[config.mk]
export PLATFORM = sky130hd
export DESIGN_NAME = inst_fetch_unit
export DESIGN_NICKNAME = d
export VERILOG_FILES = /design/src/rtl/inst_fetch_unit_pkg.sv /design/src/rtl/inst_fetch_unit_fifo.sv /design/src/rtl/inst_fetch_unit.sv
export SDC_FILE = /design/constraint.sdc
export NUM_CORES = 1
export LEC_CHECK = 0
export ABC_AREA = 1
export BUFFER_PORTS_ARGS = -buffer_cell sky130_fd_sc_hd__buf_4
export CAP_MARGIN = 20
export CORE_MARGIN = 2
export CORE_UTILIZATION = 54
export DETAILED_ROUTE_END_ITERATION = 8
export HOLD_SLACK_MARGIN = 0.06
export PLACE_DENSITY = 0.84
export SKIP_LAST_GASP = 1
export SYNTH_ARGS = -nofsm -noshare
export SYNTH_HDL_FRONTEND = slang
export SYNTH_SLANG_ARGS = --single-unit
[constraint.sdc]
create_clock -name CK_REF -period 6.05 [get_ports CK_REF]
set_input_delay 0.3025 -clock CK_REF [delete_from_list [all_inputs] [get_ports CK_REF]]
set_output_delay 0.3025 -clock CK_REF [all_outputs]
set_load 0.05 [all_outputs]
[src/rtl/inst_fetch_unit_pkg.sv]
// Shared definitions for the instruction fetch unit: FSM encoding, reset PC
// default, instruction/entry widths and the prefetch FIFO entry layout.
package inst_fetch_unit_pkg;

  localparam int unsigned INST_W  = 32;
  localparam int unsigned PC_W    = 32;
  localparam int unsigned ENTRY_W = PC_W + INST_W;

  localparam logic [PC_W-1:0] RESET_PC_DEFAULT = 32'h0000_0000;

  typedef enum logic [1:0] {
    ST_IDLE  = 2'd0,
    ST_FETCH = 2'd1,
    ST_DRAIN = 2'd2
  } fetch_state_e;

  typedef struct packed {
    logic [PC_W-1:0]   pc;
    logic [INST_W-1:0] data;
  } fetch_entry_t;

  function automatic logic [PC_W-1:0] word_align(input logic [PC_W-1:0] addr);
    return {addr[PC_W-1:2], 2'b00};
  endfunction

endpackage

[src/rtl/inst_fetch_unit_fifo.sv]
// Prefetch FIFO (module fetch_fifo): power-of-two depth, flush has priority,
// push into a full FIFO is legal when a pop happens in the same cycle.
module fetch_fifo
  import inst_fetch_unit_pkg::*;
#(
  parameter int DEPTH = 4,
  localparam int AW = $clog2(DEPTH),
  localparam int CW = AW + 1
) (
  input  logic               clk,
  input  logic               rst,
  input  logic               push,
  input  logic               pop,
  input  logic               flush,
  input  logic [ENTRY_W-1:0] din,
  output logic [ENTRY_W-1:0] dout,
  output logic               full,
  output logic               empty,
  output logic [CW-1:0]      count
);

  logic [ENTRY_W-1:0] mem [DEPTH];
  logic [AW-1:0]      wr_ptr;
  logic [AW-1:0]      rd_ptr;
  logic               do_push;
  logic               do_pop;

  assign full    = (count == CW'(DEPTH));
  assign empty   = (count == '0);
  assign do_pop  = pop && !empty;
  assign do_push = push && (!full || do_pop);
  assign dout    = mem[rd_ptr];

  always_ff @(posedge clk) begin
    if (rst || flush) begin
      wr_ptr <= '0;
      rd_ptr <= '0;
      count  <= '0;
    end else begin
      if (do_push) wr_ptr <= wr_ptr + AW'(1);
      if (do_pop)  rd_ptr <= rd_ptr + AW'(1);
      count <= count + CW'(do_push) - CW'(do_pop);
    end
  end

  // Storage is cleared on reset so the head reads as zero out of reset.
  always_ff @(posedge clk) begin
    if (rst) begin
      for (int i = 0; i < DEPTH; i++) mem[i] <= '0;
    end else if (do_push && !flush) begin
      mem[wr_ptr] <= din;
    end
  end

endmodule

[src/rtl/inst_fetch_unit.sv]
// Instruction fetch unit: issues word fetches, tracks in-flight requests,
// discards wrong-path responses after a redirect, buffers the rest in a FIFO.
// Optional macro FETCH_BYPASS_EN forwards a response straight to decode when the FIFO is empty.
module inst_fetch_unit
  import inst_fetch_unit_pkg::*;
#(
  parameter int          DEPTH    = 4,
  parameter logic [31:0] RESET_PC = RESET_PC_DEFAULT
) (
  input  logic        CK_REF,
  input  logic        RST,
  input  logic        HALT,
  input  logic        REDIRECT_VALID,
  input  logic [31:0] REDIRECT_PC,
  output logic        IMEM_REQ,
  output logic [31:0] IMEM_ADDR,
  input  logic        IMEM_GNT,
  input  logic        IMEM_RVALID,
  input  logic [31:0] IMEM_RDATA,
  output logic        INST_VALID,
  output logic [31:0] INST_DATA,
  output logic [31:0] INST_PC,
  input  logic        INST_READY
);

  localparam int CW = $clog2(DEPTH) + 1;
  localparam int IW = CW + 1;

  fetch_state_e state, state_nxt;

  logic [31:0]   fetch_pc, fetch_pc_nxt;
  logic [31:0]   rsp_pc, rsp_pc_nxt;
  logic [CW-1:0] outstanding, outstanding_nxt;
  logic [CW-1:0] discard, discard_nxt;

  logic               grant;
  logic               rsp_ret;
  logic               rsp_accept;
  logic               bypass_hit;
  logic [IW-1:0]      inflight;

  logic               fifo_push;
  logic               fifo_pop;
  logic               fifo_full;
  logic               fifo_empty;
  logic [CW-1:0]      fifo_count;
  logic [ENTRY_W-1:0] fifo_din;
  logic [ENTRY_W-1:0] fifo_dout;
  fetch_entry_t       head;

  assign grant = IMEM_REQ && IMEM_GNT;
  // A response with nothing in flight is a leftover from before reset.
  assign rsp_ret    = IMEM_RVALID && (outstanding != '0);
  assign rsp_accept = rsp_ret && (state == ST_FETCH) && !REDIRECT_VALID;
  assign inflight   = {1'b0, fifo_count} + {1'b0, outstanding};

  // Every in-flight request already owns a FIFO slot, so a response never overflows.
  assign IMEM_REQ  = (state == ST_FETCH) && !HALT && !REDIRECT_VALID && !fifo_full &&
                     (inflight < IW'(DEPTH));
  assign IMEM_ADDR = word_align(fetch_pc);

`ifdef FETCH_BYPASS_EN
  assign bypass_hit = fifo_empty && rsp_accept && !HALT;
`else
  assign bypass_hit = 1'b0;
`endif

  assign head       = fetch_entry_t'(fifo_dout);
  assign INST_VALID = (state == ST_FETCH) && !HALT && (!fifo_empty || bypass_hit);
  assign INST_DATA  = bypass_hit ? IMEM_RDATA : head.data;
  assign INST_PC    = bypass_hit ? rsp_pc : head.pc;

  assign fifo_din  = {rsp_pc, IMEM_RDATA};
  assign fifo_push = rsp_accept && !(bypass_hit && INST_READY);
  assign fifo_pop  = INST_VALID && INST_READY && !REDIRECT_VALID && !bypass_hit;

  fetch_fifo #(
    .DEPTH (DEPTH)
  ) u_fifo (
    .clk   (CK_REF),
    .rst   (RST),
    .push  (fifo_push),
    .pop   (fifo_pop),
    .flush (REDIRECT_VALID),
    .din   (fifo_din),
    .dout  (fifo_dout),
    .full  (fifo_full),
    .empty (fifo_empty),
    .count (fifo_count)
  );

  always_comb begin
    state_nxt       = state;
    fetch_pc_nxt    = fetch_pc;
    rsp_pc_nxt      = rsp_pc;
    discard_nxt     = discard;
    outstanding_nxt = outstanding + CW'(grant) - CW'(rsp_ret);

    if (REDIRECT_VALID) begin
      // No grant is possible this cycle, so everything still pending is wrong-path.
      fetch_pc_nxt = word_align(REDIRECT_PC);
      rsp_pc_nxt   = word_align(REDIRECT_PC);
      discard_nxt  = outstanding - CW'(rsp_ret);
      state_nxt    = (discard_nxt != '0) ? ST_DRAIN : ST_FETCH;
    end else begin
      case (state)
        ST_IDLE: begin
          state_nxt = ST_FETCH;
        end
        ST_FETCH: begin
          if (grant)      fetch_pc_nxt = fetch_pc + 32'd4;
          if (rsp_accept) rsp_pc_nxt   = rsp_pc + 32'd4;
        end
        ST_DRAIN: begin
          if (rsp_ret) discard_nxt = discard - CW'(1);
          if (discard_nxt == '0) state_nxt = ST_FETCH;
        end
        default: begin
          state_nxt = ST_IDLE;
        end
      endcase
    end
  end

  always_ff @(posedge CK_REF) begin
    if (RST) begin
      state       <= ST_IDLE;
      fetch_pc    <= word_align(RESET_PC);
      rsp_pc      <= word_align(RESET_PC);
      outstanding <= '0;
      discard     <= '0;
    end else begin
      state       <= state_nxt;
      fetch_pc    <= fetch_pc_nxt;
      rsp_pc      <= rsp_pc_nxt;
      outstanding <= outstanding_nxt;
      discard     <= discard_nxt;
    end
  end

endmodule
### Yosys cells after proc, flatten, opt, wreduce, memory -nomap -nowiden

Memories as Yosys holds them, arrays and structs flattened. A register that Yosys moved wholly into a read port is not among the register bits.
Index checks and enable logic that the tools add are counted.

| word-level totals | value |
|---|---|
| memories kept | 1 |
| output and inout port bits | 98 |
| flip-flop bits (word level) | 79 |
| bits in writable memories | 256 |
| word-level logic and storage cells | 89 |

| cells by class | value |
|---|---|
| $lt $le $gt $ge | 1 |
| add/subtract/negate cells | 11 |
| reductions and logical operators | 36 |
| equality and inequality tests | 5 |
| muxes and demuxes | 25 |

Memory list:

| name | words | bits a word | read ports | clocked after Yosys merged registers in | write ports | line | source |
|---|---|---|---|---|---|---|---|
| u_fifo.mem | 4 | 64 | 1 | 1 | 4 | inst_fetch_unit_fifo.sv:22 | `logic [ENTRY_W-1:0] mem [DEPTH];` |

Operators by type and width:

| kind | number |
|---|---|
| $mux W32 | 6 |
| $add A32 B3 Y32 const B | 2 |
| $mux W64 | 1 |
| $reduce_or A64 Y1 | 1 |
| $mux W3 | 5 |
| $logic_and A1 B1 Y1 | 14 |
| $mux W2 | 6 |
| $reduce_and A2 Y1 | 5 |
| $sub A3 B1 Y3 | 3 |
| $reduce_bool A2 Y1 | 4 |
| $add A3 B1 Y3 | 2 |
| $logic_not A3 Y1 | 2 |
| $mux W1 | 6 |
| $pmux W2 S3 | 1 |
| $reduce_bool A3 Y1 | 2 |
| $add A2 B1 Y2 const B | 2 |
| $add A3 B3 Y4 | 1 |
| $logic_not A1 Y1 | 4 |
| $lt A4 B3 Y1 const B | 1 |
| $eq A3 B3 Y1 const B | 1 |
| $ne A3 B3 Y1 const B | 1 |
| $sub A3 B1 Y3 const B | 1 |
| $eq A2 B1 Y1 const B | 1 |
| $eq A2 B2 Y1 const B | 1 |
| 4 further kinds | 5 |

### Logic depth before layout (Yosys ltp)

Gate-level depths: netlist (run 1).

| depth | value |
|---|---|
| depth after elaboration | 14 |
| mapped depth | 15 |
| mapped depth without buffers | 13 |

### By module

From an unflattened synthesis (run 1), not the netlist that was laid out.

| unflattened totals | value |
|---|---|
| cell total of the unflattened synthesis | 1880 |
| area, all modules | 16399.5 sq um |

By module, submodules not included:

| module | cells each | seq. area each (sq um) | area an instance (sq um) | times used |
|---|---|---|---|---|
| fetch_fifo | 1102 | 7867.5 | 11631.2 | 1 |
| inst_fetch_unit | 778 | 1361.3 | 4768.3 | 1 |

### Worst setup path before layout (run 1)

Ideal clock, no wire load.

| timing path | value |
|---|---|
| path kind | register to register |
| start | register state[0] |
| end | memory u_fifo.mem[3][0] (netlist bit) (enable) |
| setup slack | -0.094 ns |
| setup time | 0.568 ns |
| period minus slack after synthesis | 6.144 ns |
| data arrival time | 5.576 ns |
| cell stages (with the launch flop) | 9 |
| cell sequence | dfxtp_1 -> inv_2 -> nor2_4 -> nand2_2 -> nor2_4 -> nand3_2 -> nand2_2 -> nand3_1 -> o21ai_0 |

RTL lines:

| what | line | source |
|---|---|---|
| from (decl) | inst_fetch_unit.sv:29 | `fetch_state_e state, state_nxt;` |
| from (signal assigned) | inst_fetch_unit.sv:133 | `state <= state_nxt;` |
| to (decl) | inst_fetch_unit_fifo.sv:22 |  |

==> flow_summary_export.csv, run 1 <==
group,metric,value,unit
drt,drt_iter0_markers,1184,
timing,fin_crit_sh,0.531,
placement,gp_congestion,0.924,
worst_setup_path,cp_common_cell,"buf_4",
clock_tree,cts_tree,"done",
min_path,holdPathStages,3,
worst_setup_path,cp.arrival,2.91,ns
clock_tree,numClockSinks,325,
timing,slew_viol_final,0,
die,die_area,0.0309,mm²
grt,gr-total-overflow,0,
run_status,status,"complete, no violations",
drt,drtAntennaViolNets,0,
worst_setup_path,path_cells,"clkinv_2, buf_4, o21ai_0, o22ai_1, buf_4",
clock_tree,root_buffer,"clkbuf_16",
worst_setup_path,worstSetupPathType,"flop to primary output",
clock_tree,htree_levels,2,
min_path,hold_end,"u_fifo.mem[3][29]$_DFFE_PP_",
logic_synthesis,ys_seq_area_frac,0.564,
clock_tree,postCtsSetupBuffers,0,
finish,syn2layout_area_growth,16.5,%
clock_tree,clock_latency,0.53,ns
timing,slew_headroom,0.354,
timing,clock_skew,0.0215,ns
logic_synthesis,synth_area,0.0159,mm²
logic_synthesis,ys_ff_latch,325,
die,start_util,0.552,
finish,drive_gt1_frac,0.149,
min_path,hold_class,"input pin to flop",
timing,finalSetupTns,0,ns
die,die_h,176,µm
grt,antenna_found_initial,0,
finish,fin_nets,2040,
grt,grt_pass1_wl,65300,µm
logic_synthesis,avgSynthCellArea,8.81,µm²
finish,design_area,0.0186,mm²
placement,place_area,0.0173,mm²
placement,io_buffers,162,
worst_setup_path,required,5.75,ns
grt,grt_pass1_vias,13100,
clock_tree,clk_pin_slew,0.06,ns
drt,wirelength,41400,µm
timing,fmax,311,MHz
power_and_ir_drop,max-vdd-ir-drop,0.000172,V
drt,post_drt_wl_per_cell,17.5,µm
finish,final_cell_mix,"nor2_1 (437), nand2_1 (272), edfxtp_1 (248), buf_4 (179), o21ai_0 (170)",
power_and_ir_drop,pwr_density_cell,285,mW/mm²
drt,via_per_inst,5.63,
clock_tree,cts_made_buffers,34,
min_path,hp-start,"IMEM_RDATA[29]",
worst_setup_path,startpoint_type,"flop",
finish,antenna_cells,0,
drt,route.detailed.drc,0,
worst_setup_path,end_kind,"primary output",
worst_setup_path,r2r_end,"u_fifo.mem[1][8]$_SDFFCE_PN0P_",
die,core.rowCount,62,
power_and_ir_drop,p_leak,7.82,nW
worst_setup_path,r2r_cells,10,
timing,period_minus_slack,3.21,ns
timing,tightest_slew,0.968,ns
timing,rsz0062_at_grt,"no",
placement,hpwl,24800,µm
worst_setup_path,r2r_slack,3.01,ns
finish,layout_commonest_cell,"nor2_1",
worst_setup_path,critPathMaxStageDelay,0.76,ns
grt,grt_usage,0.266,
timing,setup_viol,0,
logic_synthesis,synth_area_leader_cell,"edfxtp_1",
logic_synthesis,synth.top_cell.area_share,0.467,
timing,hold_viol,0,
drt,vias,13300,
worst_setup_path,cp_slowest_cell,"dfxtp_4",
die,core,0.0289,mm²
logic_synthesis,netlist_top_cells_area,"edfxtp_1 (47%), nor2_1 (10%), dfxtp_1 (9.7%)",
grt,grt_max_degree,69,
die,die_w,176,µm
worst_setup_path,r2r_start,"outstanding[1]$_SDFF_PP0_",
drt,drt_first_pass_iters,6,
run,maxCapViolCount,0,
logic_synthesis,yosysWarnings,0,
logic_synthesis,synth_cells,1809,
logic_synthesis,synthDistinctLibCells,38,
die,io_pins,169,
clock_tree,clockBufferDepth,3,
worst_setup_path,path_max_fanout,68,
[worst max path at each step]
stage,depth (start not counted),to,slack (ns),startpoint
after floorplan,8,u_fifo.mem[3][0]$_DFFE_PP_,1.58,state[0]$_SDFFE_PP0P_
after global placement,10,u_fifo.mem[1][7]$_SDFFCE_PN0P_,2.92,REDIRECT_VALID
after detailed placement,10,u_fifo.mem[1][6]$_SDFFCE_PN0P_,2.88,REDIRECT_VALID
after CTS,6,INST_PC[12],2.83,flop
after global routing,5,INST_PC[25],2.61,flop
final,5,INST_PC[13],2.84,flop
[critical path: cells and delay by family, from the launching register on]
kind                   cells  cell delay (ns)
buffers and inverters      3             1.12
flip-flops                 1             0.76
AO/OA/AOI/OAI              2             0.42
[what timing repair did]
item / in CTS / in global routing
endpoints found under the hold margin: 22 / 0
hold buffers: 22 / 0
gates resized for setup: 0 / 0
[registers in the layout, summed over array words and instances (netlist names), named ones only]
register / cells
state: 2
outstanding: 3
u_fifo.wr_ptr: 2
u_fifo.mem: 248
fetch_pc: 30
rsp_pc: 30
u_fifo.rd_ptr: 2
u_fifo.count: 3
discard: 3
[power by group]
part	total [mW]	switching, mW	internal [mW]
clock network	1.94	0.857	1.08
logic	0.753	0.520	0.233
registers	2.61	0.0837	2.52
[layout make-up]
class	count	area, µm²
Clock buffer	48	935
Timing Repair Buffer	203	1600
Multi-Input combinational cell	1228	5860
Tap cell	384	480
Inverter	164	617
Fill cell	2229	10300
Sequential cell	325	8990
Clock inverter	12	80.1
[kinds of logic after synthesis]
kind of cell | after synthesis | synth area share
and+or+nand+nor | 891 | 0.244
DFF | 325 | 0.564
AOI/OAI and AO/OA | 302 | 0.101
buffers and inverters | 259 | 0.0702
xor gates and xnor gates | 17 | 0.00934
adders and majority gates | 13 | 0.0111
other | 1 | 0.000235
muxes | 1 | 0.000628
[cell usage after synthesis]
library cell	instances
a21boi_0	1
a21oi_1	57
a31oi_1	5
buf_1	3
buf_12	3
buf_2	10
buf_4	7
buf_6	8
clkbuf_1	64
clkinv_1	2
conb_1	1
dfxtp_1	77
edfxtp_1	248
fa_1	2
ha_1	11
inv_1	161
inv_2	1
mux2i_1	1
nand2_1	275
nand2_2	3
nand2_4	34
nand3_1	83
nand3_2	1
nand3b_1	11
nand4_1	6
nor2_1	437
nor2_2	20
nor2_4	2
nor2_8	1
nor3_1	14
o211ai_1	2
o21ai_0	171
o21ai_1	1
o21bai_1	3
o22ai_1	62
or2_2	4
xnor2_1	7
xor2_1	10
[metal layers]
layer	vias up	wire length, µm	track usage
met5	-	0	0
met4	0	1170	0.106
met3	92	3930	0.0387
met2	711	20300	0.460
met1	6226	16000	0.338
li1	6272	-	-
[stage by stage]
| stage | hold WS, ns | setup WS [ns] | power [mW] | util | instances |
|---|---|---|---|---|---|
| 2_1_floorplan | 0.436 | 1.58 | 3.14 | - | 1812 |
| 4_1_cts | 0.0601 | 2.83 | 5.31 | 0.643 | 2363 |
| 3_3_place_gp | 0.450 | 2.92 | 3.35 | 0.601 | 2281 |
| 6_report | 0.0762 | 2.84 | 5.30 | 0.644 | 2364 |
| 3_5_place_dp | 0.458 | 2.88 | 3.38 | 0.601 | 2281 |
| 5_1_grt | 0.0720 | 2.61 | 5.49 | 0.644 | 2364 |
Power figures use the tool's default switching activity.
==> inputs of run 2 (changes only) <==
==> constraint.sdc (replaced) <==
create_clock -name CK_REF -period 2.9 [get_ports CK_REF]
set_input_delay 0.145 -clock CK_REF [delete_from_list [all_inputs] [get_ports CK_REF]]
set_output_delay 0.145 -clock CK_REF [all_outputs]
set_load 0.05 [all_outputs]
==> run 2 against run 1 <==
Effect of this change: first-iteration DRC count rose by 29%; clock skew shrank 0.011 ns; routed wire length increased by 2.7%; sequential power grew 110%; critical endpoint is now u_fifo.mem[2][1]$_SDFFCE_PN0P_; global-route usage rose by 0.86 points; count of clock-buffer cells in the layout did not move; register-to-register slack got worse by 2.8 ns.
==> flow_summary_export.csv, run 2 (synthesized netlist as in run 1, its figures left out) <==
group,metric,value,unit
power_and_ir_drop,pwr_density_cell,579,mW/mm²
clock_tree,cts_tree,"done",
finish,multiInputGateArea,0.00586,mm²
drt,post_drt_wl_per_cell,17.6,µm
finish,num-fill-cells,2218,
run_status,status,"complete, no violations",
drt,drtAntennaViolNets,0,
placement,hpwl,26500,µm
power_and_ir_drop,max-vdd-ir-drop,0.000389,V
finish,seqCellArea,0.00899,mm²
clock_tree,clock_latency,0.51,ns
finish,design_area,0.0191,mm²
power_and_ir_drop,p_leak,8.07,nW
drt,route.detailed.drc,0,
finish,top_regs,"u_fifo.mem x248, fetch_pc x30, rsp_pc x30",
clock_tree,clk_pin_slew,0.06,ns
clock_tree,root_buffer,"clkbuf_16",
die,core.rowCount,62,
finish,layout_commonest_cell,"nor2_1",
timing,setup_viol,0,
grt,grt_pass1_wl,67400,µm
clock_tree,htree_levels,2,
finish,top_register,"u_fifo.mem",
grt,gr-total-overflow,0,
finish,drive_gt1_frac,0.152,
finish,fin_nets,2090,
placement,gp_congestion,0.945,
finish,largest_reg_flops,248,
clock_tree,postCtsSetupBuffers,0,
die,core,0.0289,mm²
die,die_h,176,µm
grt,grt_max_degree,90,
grt,grt_usage,0.275,
finish,syn2layout_area_growth,19.8,%
timing,clock_skew,0.0110,ns
placement,io_buffers,162,
timing,slew_headroom,0.382,
drt,wirelength,42500,µm
worst_setup_path,startpoint_type,"flop",
die,die_area,0.0309,mm²
grt,antenna_found_initial,0,
clock_tree,cts_made_buffers,34,
drt,drt_first_pass_iters,6,
drt,drt_iter0_markers,1525,
timing,finalWorstSetupSlack,0.231,ns
timing,period_minus_slack,2.67,ns
drt,via_per_inst,5.59,
finish,final_cell_mix,"nor2_1 (437), nand2_1 (272), edfxtp_1 (248), buf_4 (185), o21ai_0 (170)",
die,start_util,0.552,
worst_setup_path,required,3.25,ns
die,io_pins,169,
worst_setup_path,cp.arrival,3.02,ns
timing,fmax,375,MHz
drt,vias,13500,
clock_tree,clockBufferDepth,3,
timing,hold_viol,0,
timing,slew_viol_final,0,
placement,place_area,0.0175,mm²
worst_setup_path,worstSetupPathType,"flop to flop",
worst_setup_path,path_max_fanout,32,
timing,finalSetupTns,0,ns
placement,dp.cells,2293,
timing,fin_crit_sh,0.920,
worst_setup_path,end_kind,"flop",
clock_tree,post_cts_resized,0,
timing,tightest_slew,0.927,ns
placement,dp_slack,0.245,ns
grt,grt_pass1_vias,13300,
clock_tree,cts_hold_buf,61,
clock_tree,numClockSinks,325,
min_path,hold_class,"input pin to flop",
timing,rsz0062_at_grt,"no",
finish,finalNonFillerCells,2413,
run,maxCapViolCount,0,
finish,antenna_cells,0,
die,die_w,176,µm
[run 2: cell types whose count changed in the layout (fill, tap and decap cells not counted)]
cell           previous run  this run
buf_12                    2         7
buf_4                   179       185
clkinv_1                  9         5
clkinv_2                  2         6
clkinv_4                  0         1
clkinvlp_4                1         0
dlygate4sd3_1            22        61
inv_6                     1         0
[run 2: stage by stage]
step,utilization,hold WS (ns),power [mW]
CTS,0.662,0.0619,11.1
detailed placement,0.606,0.405,7.09
floorplan,-,0.287,6.55
global route,0.662,0.101,11.5
finish,0.662,0.0830,11.1
global placement,0.606,0.401,7.04
[run 2: final cells by class]
type,count,share of cell area
flip-flops and latches,325,0.471
multi-input cells,1228,0.307
repair buffers,253,0.112
clock buffers,48,0.0489
inverters,164,0.0323
well taps,384,0.0251
clock inverters,11,0.00406
[run 2: final timing paths]
kind	start	end	slack [ns]	cells past startpoint
hold reg to reg	u_fifo.rd_ptr[1]$_SDFFE_PP0P_	flop	0.46	2
setup reg to reg	outstanding[2]$_SDFF_PP0_	u_fifo.mem[2][1]$_SDFFCE_PN0P_	0.23	9
setup / recovery	outstanding[2]$_SDFF_PP0_	u_fifo.mem[2][1]$_SDFFCE_PN0P_	0.23	9
hold / removal	RST	fetch_pc[19]$_SDFFE_PP0P_	0.08	2
[run 2: worst max-delay path, stage by stage (launching register included)]
cell and delay (ns):
dfxtp_1 0.43, nor2_1 0.06, nand2_1 0.12, nand2_1 0.16, nor2_2 0.23, nand2_4 0.12, nor2_8 0.17, buf_4 0.75
nand2_1 0.28, nor2_1 0.18
[run 2: power by group]
part / switching (mW) / internal (mW)
clock network: 1.72 / 2.26
logic: 1.10 / 0.539
registers: 0.178 / 5.26
total: 3.00 / 8.06
[run 2: per-layer routing]
layer | up-vias | GRT usage | wire, µm
li1 | 6374 | - | -
met1 | 6336 | 0.355 | 16900
met2 | 686 | 0.470 | 20800
met3 | 81 | 0.0472 | 3830
met4 | 0 | 0.0930 | 1030
met5 | - | 0 | 0
==> inputs of run 3 (changes only) <==
--- a/config.mk
+++ b/config.mk
@@ -13,6 +13,7 @@
 export DETAILED_ROUTE_END_ITERATION = 8
 export HOLD_SLACK_MARGIN = 0.06
 export PLACE_DENSITY = 0.84
+export REMOVE_ABC_BUFFERS = 1
 export SKIP_LAST_GASP = 1
 export SYNTH_ARGS = -nofsm -noshare
 export SYNTH_HDL_FRONTEND = slang
==> run 3 against run 2 <==
Effect of this change: power rose by 2.3%; clock skew is 0.0021 ns higher; count of clock-buffer cells in the layout fell by 4; critical path type unchanged; largest power group unchanged; highest routed layer unchanged.
==> flow_summary_export.csv, run 3 (synthesized netlist as in run 1, its figures left out) <==
group,metric,value,unit
finish,largest_reg_flops,248,
power_and_ir_drop,p_leak,8.11,nW
finish,final_cell_mix,"nor2_1 (437), nand2_1 (272), edfxtp_1 (248), buf_4 (192), o21ai_0 (170)",
die,die_area,0.0309,mm²
finish,seqCellArea,0.00899,mm²
grt,grt_pass1_wl,67600,µm
die,io_pins,169,
finish,drive_gt1_frac,0.156,
drt,drtAntennaViolNets,0,
timing,setup_viol,0,
clock_tree,clockBufferDepth,3,
worst_setup_path,r2r_slack,0.22,ns
finish,num-fill-cells,2198,
grt,grt_pass1_vias,13500,
finish,multiInputGateArea,0.00586,mm²
clock_tree,postCtsSetupBuffers,0,
grt,grt_usage,0.278,
grt,grt_max_degree,63,
drt,drt_iter0_markers,1285,
timing,fin_crit_sh,0.924,
clock_tree,root_buffer,"clkbuf_16",
power_and_ir_drop,pwr_density_cell,589,mW/mm²
die,die_w,176,µm
grt,antenna_found_initial,0,
grt,gr-total-overflow,0,
finish,top_regs,"u_fifo.mem x248, fetch_pc x30, rsp_pc x30",
timing,finalSetupTns,0,ns
worst_setup_path,required,3.26,ns
clock_tree,htree_levels,2,
drt,via_per_inst,5.63,
placement,gp_congestion,0.907,
finish,antenna_cells,0,
placement,io_buffers,162,
power_and_ir_drop,max-vdd-ir-drop,0.000374,V
timing,clock_skew,0.0131,ns
drt,drt_first_pass_iters,7,
min_path,hold_class,"input pin to flop",
worst_setup_path,path_max_fanout,30,
timing,fmax,373,MHz
timing,period_minus_slack,2.68,ns
clock_tree,clk_pin_slew,0.06,ns
timing,tightest_slew,0.873,ns
worst_setup_path,end_kind,"flop",
clock_tree,numClockSinks,325,
die,core.rowCount,62,
worst_setup_path,cp.arrival,3.04,ns
timing,rsz0062_at_grt,"no",
die,die_h,176,µm
clock_tree,clock_latency,0.51,ns
worst_setup_path,startpoint_type,"flop",
run,maxCapViolCount,0,
finish,fin_nets,2095,
power_and_ir_drop,power.total,11.3,mW
drt,post_drt_wl_per_cell,17.9,µm
clock_tree,cts_tree,"done",
finish,top_register,"u_fifo.mem",
run_status,status,"complete, no violations",
timing,slew_headroom,0.418,
worst_setup_path,worstSetupPathType,"flop to flop",
placement,hpwl,26700,µm
timing,hold_viol,0,
finish,syn2layout_area_growth,20.3,%
die,core,0.0289,mm²
die,start_util,0.552,
drt,wirelength,43200,µm
drt,vias,13600,
drt,route.detailed.drc,0,
clock_tree,cts_made_buffers,34,
timing,slew_viol_final,0,
finish,layout_commonest_cell,"nor2_1",
[run 3: through the flow]
stage / hold WS (ns) / worst slack, ns / instance area (µm²) / instances / util
2_1_floorplan: 0.214 / -3.62 / 15400 / 1717 / -
3_3_place_gp: 0.399 / 0.397 / 17500 / 2299 / 0.607
3_5_place_dp: 0.406 / 0.277 / 17500 / 2299 / 0.607
4_1_cts: 0.0655 / 0.0737 / 19200 / 2419 / 0.665
5_1_grt: 0.0927 / 0.0219 / 19200 / 2419 / 0.665
6_report: 0.0813 / 0.219 / 19200 / 2419 / 0.665
[run 3: layer usage]
layer,track usage,part of all wire,vias up
met5,0,0,-
met4,0.103,0.029,0
met2,0.497,0.50,704
met1,0.339,0.38,6414
met3,0.0420,0.089,115
li1,-,-,6381
[run 3: critical path: stages (launching register included)]
cell     delay, ns
dfxtp_1       0.43
nor2_1        0.06
nand2_1       0.12
nand2_1       0.17
nor2_2        0.21
nand2_4       0.11
nor2_8        0.25
buf_4         0.72
nand2_1       0.23
nor2_1        0.17
[run 3: path summary, 6_finish.rpt]
kind / from / to / cells past startpoint
worst max-delay path: outstanding[2]$_SDFF_PP0_ / u_fifo.mem[2][0]$_SDFFCE_PN0P_ / 9
worst min register to register: discard[1]$_SDFFE_PP0P_ / discard[1]$_SDFFE_PP0P_ / 2
worst max register to register: outstanding[2]$_SDFF_PP0_ / u_fifo.mem[2][0]$_SDFFCE_PN0P_ / 9
worst min-delay path: INST_READY / u_fifo.wr_ptr[1]$_SDFFE_PP0N_ / 5
[run 3: layout make-up]
type | instances | area share
Sequential cell | 325 | 0.469
Tap cell | 384 | 0.0250
Timing Repair Buffer | 258 | 0.113
Multi-Input combinational cell | 1228 | 0.306
Inverter | 164 | 0.0322
Clock buffer | 44 | 0.0479
Clock inverter | 16 | 0.00763
[run 3: report_power, final]
part	switching (mW)	internal [mW]	total [mW]
Clock	1.79	2.43	4.22
Sequential	0.175	5.26	5.44
Combinational	1.11	0.542	1.65
[run 3: what timing repair did]
action                                  4_1_cts  5_1_grt
endpoints found under the setup margin        0       23
endpoints found under the hold margin       176        0
resized for setup                             0        1
hold buffers                                 60        0
